<file path="src/rtl/ibm_clock_ring_gen.sv">
// ibm_clock_ring_gen
//   Behavioural clock ring for the 1620-style memory/core timing chain.
//   A prescaler divides SYSCLOCK by DIV. Each prescaler terminal count steps
//   a RING_LEN-position one-hot ring (position 0 = C1). Each wrap toggles the
//   A/B advance trigger, bumps a completed-cycle counter and emits one-clock
//   cycle_end and a_advance/b_advance pulses.
//
//   Optional build macro: IBM_CLOCK_RING_STEP_EN
//     defined   - step_i advances a stopped ring by one position per clock
//     undefined - step_i is ignored and a stopped ring always rests at C1
//
// Ports
//   SYSCLOCK_i        system clock, rising edge
//   RESET_i           synchronous active-high reset
//   run_i             level, free-run request
//   single_cycle_i    pulse, run exactly one ring cycle from STOPPED
//   step_i            pulse, manual advance while stopped (optional feature)
//   ring_o            one-hot ring, bit i = C(i+1)
//   pos_o             binary ring position
//   tick_o            high when the closing edge of this cycle advances the ring
//   cycle_end_o       one-clock pulse after each wrap
//   a_advance_o       one-clock pulse after wraps that set ab_trigger
//   b_advance_o       one-clock pulse after wraps that clear ab_trigger
//   ab_trigger_o      toggles on every wrap
//   busy_o            high whenever the ring is not stopped
//   cycle_count_o     completed ring cycles, modulo 2^CNT_W
//
// States
//   ST_STOPPED | ring parked, prescaler held at 0
//   ST_RUN     | free running while run_i is high
//   ST_DRAIN   | run_i dropped mid-cycle, stepping on to the next wrap
//   ST_SINGLE  | one full ring cycle requested by single_cycle_i

module ibm_clock_ring_gen #(
  parameter int RING_LEN = 10,
  parameter int DIV      = 2,
  parameter int CNT_W    = 16
) (
  input  logic                        SYSCLOCK_i,
  input  logic                        RESET_i,
  input  logic                        run_i,
  input  logic                        single_cycle_i,
  input  logic                        step_i,
  output logic [RING_LEN-1:0]         ring_o,
  output logic [$clog2(RING_LEN)-1:0] pos_o,
  output logic                        tick_o,
  output logic                        cycle_end_o,
  output logic                        a_advance_o,
  output logic                        b_advance_o,
  output logic                        ab_trigger_o,
  output logic                        busy_o,
  output logic [CNT_W-1:0]            cycle_count_o
);

  localparam int PW = $clog2(RING_LEN);
  localparam int DW = (DIV > 1) ? $clog2(DIV) : 1;
  localparam logic [PW-1:0] POS_LAST = PW'(RING_LEN - 1);
  localparam logic [DW-1:0] PRE_LAST = DW'(DIV - 1);

  typedef enum logic [1:0] {
    ST_STOPPED,
    ST_RUN,
    ST_DRAIN,
    ST_SINGLE
  } state_e;

  state_e           state_q, state_d;
  logic [PW-1:0]    pos_q, pos_d;
  logic [DW-1:0]    pre_q, pre_d;
  logic             ab_q, ab_d;
  logic [CNT_W-1:0] cnt_q, cnt_d;
  logic             cycle_end_q, a_adv_q, b_adv_q;

  logic at_last;
  logic stop_now;
  logic tick;
  logic step_adv;
  logic advance;
  logic wrap;

  assign at_last = (pos_q == POS_LAST);

  // Dropping run exactly on the C1 boundary stops without advancing; this
  // also masks the tick that DIV=1 would otherwise raise in that cycle.
  assign stop_now = (state_q == ST_RUN) && !run_i &&
                    (pos_q == '0) && (pre_q == '0);

  assign tick = (state_q != ST_STOPPED) && (pre_q == PRE_LAST) && !stop_now;

`ifdef IBM_CLOCK_RING_STEP_EN
  // A start request in the same cycle takes precedence over a manual step.
  assign step_adv = (state_q == ST_STOPPED) && step_i && !run_i && !single_cycle_i;
`else
  logic unused_step;
  assign unused_step = step_i;
  assign step_adv    = 1'b0;
`endif

  assign advance = tick || step_adv;
  assign wrap    = advance && at_last;

  always_comb begin
    state_d = state_q;
    pos_d   = pos_q;
    pre_d   = pre_q;
    ab_d    = ab_q;
    cnt_d   = cnt_q;

    case (state_q)
      ST_STOPPED: begin
        if (run_i)               state_d = ST_RUN;
        else if (single_cycle_i) state_d = ST_SINGLE;
      end
      ST_RUN: begin
        if (!run_i) begin
          // A wrap in this cycle already lands on the boundary.
          if (stop_now || wrap) state_d = ST_STOPPED;
          else                  state_d = ST_DRAIN;
        end
      end
      ST_DRAIN: begin
        if (run_i)     state_d = ST_RUN;
        else if (wrap) state_d = ST_STOPPED;
      end
      ST_SINGLE: begin
        if (run_i)     state_d = ST_RUN;
        else if (wrap) state_d = ST_STOPPED;
      end
      default: state_d = ST_STOPPED;
    endcase

    // Restart from 0 on entry so the first advance lands DIV edges after start.
    if ((state_q == ST_STOPPED) || (state_d == ST_STOPPED) || tick) pre_d = '0;
    else                                                            pre_d = pre_q + DW'(1);

    if (advance) pos_d = at_last ? '0 : pos_q + PW'(1);

    if (wrap) begin
      ab_d  = ~ab_q;
      cnt_d = cnt_q + CNT_W'(1);
    end
  end

  always_ff @(posedge SYSCLOCK_i) begin
    if (RESET_i) begin
      state_q     <= ST_STOPPED;
      pos_q       <= '0;
      pre_q       <= '0;
      ab_q        <= 1'b0;
      cnt_q       <= '0;
      cycle_end_q <= 1'b0;
      a_adv_q     <= 1'b0;
      b_adv_q     <= 1'b0;
    end else begin
      state_q     <= state_d;
      pos_q       <= pos_d;
      pre_q       <= pre_d;
      ab_q        <= ab_d;
      cnt_q       <= cnt_d;
      cycle_end_q <= wrap;
      a_adv_q     <= wrap && !ab_q;
      b_adv_q     <= wrap && ab_q;
    end
  end

  always_comb begin
    ring_o = '0;
    for (int i = 0; i < RING_LEN; i++) ring_o[i] = (pos_q == PW'(i));
  end

  assign pos_o         = pos_q;
  assign tick_o        = tick;
  assign cycle_end_o   = cycle_end_q;
  assign a_advance_o   = a_adv_q;
  assign b_advance_o   = b_adv_q;
  assign ab_trigger_o  = ab_q;
  assign busy_o        = (state_q != ST_STOPPED);
  assign cycle_count_o = cnt_q;

endmodule

</file>
<file path="config.mk">
export PLATFORM = sky130hd
export DESIGN_NAME = ibm_clock_ring_gen
export DESIGN_NICKNAME = d
export VERILOG_FILES = /design/src/rtl/ibm_clock_ring_gen.sv
export SDC_FILE = /design/constraint.sdc
export NUM_CORES = 1
export LEC_CHECK = 0
export BUFFER_PORTS_ARGS = -buffer_cell sky130_fd_sc_hd__buf_2
export CAP_MARGIN = 30
export CELL_PAD_IN_SITES_DETAIL_PLACEMENT = 0
export CELL_PAD_IN_SITES_GLOBAL_PLACEMENT = 1
export CORE_MARGIN = 10
export CORE_UTILIZATION = 38
export CTS_CLUSTER_DIAMETER = 100
export DETAILED_ROUTE_END_ITERATION = 10
export MAX_ROUTING_LAYER = met4
export PLACE_DENSITY_LB_ADDON = 0.1
export SLEW_MARGIN = 20
export SYNTH_ARGS = -nofsm -noshare
export SYNTH_HDL_FRONTEND = slang
export SYNTH_SLANG_ARGS = --single-unit
</file>
<file path="constraint.sdc">
create_clock -name SYSCLOCK_i -period 4.4 [get_ports SYSCLOCK_i]
set_clock_uncertainty 0.2 [all_clocks]
set_input_delay 0 -clock SYSCLOCK_i [delete_from_list [all_inputs] [get_ports SYSCLOCK_i]]
set_output_delay 0 -clock SYSCLOCK_i [all_outputs]
set_load 0.01 [all_outputs]
</file>
==> impl_table.tex <==
\begin{tabular}{lr}
\hline
Metric & Value \\
\hline
\multicolumn{2}{l}{\textbf{Status}} \\
\quad Outcome & finished clean \\
\multicolumn{2}{l}{\textbf{Global routing}} \\
\quad Overall global routing resource usage & 10.1\% \\
\quad Global routing met2 resource utilization & around 15\% \\
\quad Busiest metal layer after global routing & met2 \\
\quad Gr ovfl total & 0 \\
\quad GR Util met3 & 3.57\% \\
\quad First-pass GRT wire length & 5000 µm \\
\quad Number of antenna violations at the first check in global routing & 0 \\
\quad Number of global-route vias before repair & 1,045 \\
\quad Pin count of the biggest net entering global routing & 28 \\
\quad GRT met1 Usage & 12.7\% \\
\multicolumn{2}{l}{\textbf{Finish}} \\
\quad Layout net count & 199 \\
\quad Synthesis-to-finish area growth & 22.3\% \\
\quad Number of antenna repair diodes & 0 \\
\quad Layout cells sized above 1 & a little under a quarter \\
\quad FILL cells & between 300 and 400 \\
\multicolumn{2}{l}{\textbf{Yosys}} \\
\quad Post-synth top area cell & sky130\_fd\_sc\_hd\_\_dfxtp\_1 \\
\quad Sequential-to-total area share from yosys stat & 43.2\% \\
\quad Number of enable-type register cells in the synthesized netlist & 0 \\
\quad Cell area after synthesis & 1250 µm² \\
\quad Post-Synthesis Net Count & 159 \\
\quad Count of distinct cell types in the synthesized netlist & 32 \\
\quad Cell with the most instances after synthesis & sky130\_fd\_sc\_hd\_\_dfxtp\_1 \\
\quad Avg Inst Size Synth & 8.19 µm² \\
\quad Top flip-flop cell by instance count after synthesis & sky130\_fd\_sc\_hd\_\_dfxtp\_1 \\
\quad Asr flop ratio synth & 0\% \\
\quad Most instantiated cells after synthesis & sky130\_fd\_sc\_hd\_\_dfxtp\_1 (27), sky130\_fd\_sc\_hd\_\_nor2\_1 (19), sky130\_fd\_sc\_hd\_\_a21oi\_1 (13) \\
\quad Most area-consuming cells after synthesis & sky130\_fd\_sc\_hd\_\_dfxtp\_1 (43\%), sky130\_fd\_sc\_hd\_\_nor2\_1 (5.7\%), sky130\_fd\_sc\_hd\_\_a21oi\_1 (5.2\%) \\
\quad Flops \& latches, synth & 27 \\
\quad Yosys warning count & 0 \\
\quad Share of Yosys cell area claimed by the top area cell type & 43.2\% \\
\quad Gate count of the mapped netlist & 153 \\
\multicolumn{2}{l}{\textbf{Timing}} \\
\quad Final Max Tran Viols & 0 \\
\quad Fin crit share & 60.7\% \\
\quad Final sum of negative setup slack & 0 ns \\
\quad Number of endpoints with negative hold slack in the final report & 0 \\
\quad Max-slew headroom & approximately three fifths \\
\quad Worst slew pin tran & 0.609 ns \\
\quad Minimum clock period after layout & 2.67 ns \\
\quad Setup violators final & 0 \\
\quad Fmax & 0.374 GHz \\
\quad RSZ-0062 raised after global routing & false \\
\multicolumn{2}{l}{\textbf{Clock tree}} \\
\quad CTS Buf Count & 3 \\
\quad Clk Latency, worst-skew pair & 0.32 ns \\
\quad Clock tree sinks & 27 \\
\quad Clock edge transition at the registers on the reported setup and hold paths & 0.15 ns \\
\quad CTS H-tree depth & 1 \\
\quad Buffer type at the clock tree root & sky130\_fd\_sc\_hd\_\_clkbuf\_4 \\
\quad TritonCTS clock tree & yes \\
\quad Number of buffers on the longest clock path & 2 \\
\multicolumn{2}{l}{\textbf{Pwr}} \\
\quad Power density over the cells & 250 nW/µm² \\
\quad Switching fraction of total power & 23.5\% \\
\quad Peak supply drop & roughly 0.16 mV \\
\quad Static power due to leakage & 0.654 nW \\
\quad Design Power & 383 µW \\
\quad Internal power summed over all cells & 293 µW \\
\quad Clk network pwr share & between 20\% and 30\% \\
\quad Logic pwr share & 6.5\% \\
\quad Total net switching power & 90.1 µW \\
\quad Sequential cell fraction of total power & 66.0\% \\
\multicolumn{2}{l}{\textbf{Setup path}} \\
\quad Peak per-stage delay on the critical path & 0.60 ns \\
\quad Number of buffers and inverters on the critical path & 2 \\
\quad Kind of cell with the highest combined delay on the critical path & buffers and inverters \\
\quad Slowest CP cell & sky130\_fd\_sc\_hd\_\_dlygate4sd3\_1 \\
\quad Startpoint Class & flip-flop \\
\quad Worst Path Arrival & 2.74 ns \\
\quad Kind of capture point of the worst setup path & flip-flop \\
\quad Critical-path maximum fanout & 12 \\
\quad Crit path cell chain & nand4bb\_1 -> inv\_1 -> a22o\_1 -> a2111oi\_0 -> dlygate4sd3\_1 \\
\quad Crit path kind & flip-flop to flip-flop \\
\quad Data required time of the critical path & 4.47 ns \\
\multicolumn{2}{l}{\textbf{Die}} \\
\quad Initial Utilization & around 40\% \\
\quad Area of the core region & 3100 µm² \\
\quad Die Height & 77.4 µm \\
\quad Die Wd & about 77 µm \\
\quad Site Rows & 20 \\
\quad Ports placed on the boundary & 41 \\
\quad Floorplan die area & 5990 µm² \\
\multicolumn{2}{l}{\textbf{Routing}} \\
\quad Number of remaining DRC errors & 0 \\
\quad Total vias in the final route & about 1,200 \\
\quad Avg WL per Cell & 12.8 µm \\
\quad Number of iterations in the first detailed-routing pass & 4 \\
\quad First DRT Iteration DRCs & 57 \\
\quad Routed Antenna Nets & 0 \\
\quad Routed WL & 3010 µm \\
\quad Detail-routed via count per cell & 4.90 \\
\multicolumn{2}{l}{\textbf{Placement}} \\
\quad Count of buffers from port buffering & 39 \\
\quad GPL Wtd Cong & 0.702 \\
\quad HPWL after detailed placement & 2180 µm \\
\multicolumn{2}{l}{\textbf{Min path}} \\
\quad Path class of the lowest-slack min-delay path & flip-flop to flip-flop \\
\multicolumn{2}{l}{\textbf{Run}} \\
\quad Max-capacitance violation count & 0 \\
\hline
\end{tabular}
==> worst reg2reg max path: cells and delay by family (launching register included) <==
| family | cells | cell delay [ns] |
|---|---|---|
| compound gates | 2 | 0.66 |
| flops | 1 | 0.55 |
| buf+inv | 2 | 0.78 |
| simple gates | 1 | 0.44 |
==> stage by stage <==
step,utilization [%],setup WS [ns],area [µm²],cells,hold slack [ns]
floorplan,-,2.39,1250,153,-0.110
global placement,46.9,2.01,1450,227,0.00379
detailed placement,46.9,1.97,1450,227,0.0221
CTS,49.4,1.73,1530,236,0.304
global route,49.4,1.54,1530,236,0.328
finish,49.4,1.73,1530,236,0.307
==> routing by layer <==
layer / wire length [µm] / part of all wire (%)
met1: 1470 / 49
met2: 1320 / 44
met3: 198 / 6.6
met4: 21 / 0.70
met5: 0 / 0
==> cells by family (layout without fill, tap and decap cells) <==
logic type / count (synthesis) / after routing / share of synthesized area, %
AND/OR/NAND/NOR: 72 / 72 / 29.9
multiplexers: 1 / 1 / 0.899
AO/OA/AOI/OAI: 28 / 28 / 12.7
flip-flops: 27 / 27 / 43.2
XOR/XNOR: 10 / 10 / 6.99
adder cells (fa/ha/maj): 1 / 1 / 0.999
buffers and inverters: 14 / 53 / 5.39
==> registers in the layout (all words and copies together), names as in the netlist <==
name / flops
cycle_end_o: 1
ab_trigger_o: 1
state_q: 2
b_advance_o: 1
pos_o: 4
a_advance_o: 1
pre_q: 1
cycle_count_o: 16
==> repair_timing <==
action	in CTS	in global routing
resized for setup	0	0
endpoints found under the hold margin	24	0
setup buffers	0	0
hold buffers	5	0
setup endpoints to repair	0	0
==> worst paths after layout <==
path	startpoint	to	slack, ns	cells after the start
hold / removal	cycle_count_o[15]	cycle_count_o[15]	0.31	2
hold reg to reg	cycle_count_o[15]	cycle_count_o[15]	0.31	2
setup / recovery	pos_o[1]	state_q[1]	1.73	5
setup reg to reg	pos_o[1]	state_q[1]	1.73	5
==> power by group through the flow <==
stage	Sequential, mW	Clock (mW)	Combinational (mW)
after detailed placement	0.258	0	0.0209
after global placement	0.258	0	0.0204
after floorplan	0.255	0	0.0165
after global routing	0.253	0.123	0.0276
after CTS	0.252	0.112	0.0248
final	0.252	0.105	0.0250
==> area by class of cell <==
type	instances	area [µm²]	share of cell area (%)
Sequential cell	27	541	35.3
Tap cell	44	55.1	3.59
Clock inverter	1	5.00	0.327
Timing Repair Buffer	44	245	16.0
Inverter	5	18.8	1.23
Clock buffer	3	22.5	1.47
Multi-Input combinational cell	112	644	42.1
==> layout by cell type (no fill, tap or decap), drive strengths merged, types with 5 or more instances in the layout <==
master	netlist	layout
nor3	10	10
dfxtp	27	27
or3	8	8
nand2b	5	5
xnor2	6	6
inv	5	5
nor2	19	19
nand2	10	10
buf	4	39
nand3	5	5
a21oi	13	13
dlygate4sd3	0	5
o21ai	10	10
No activity file was read; power rests on OpenSTA's default activity.
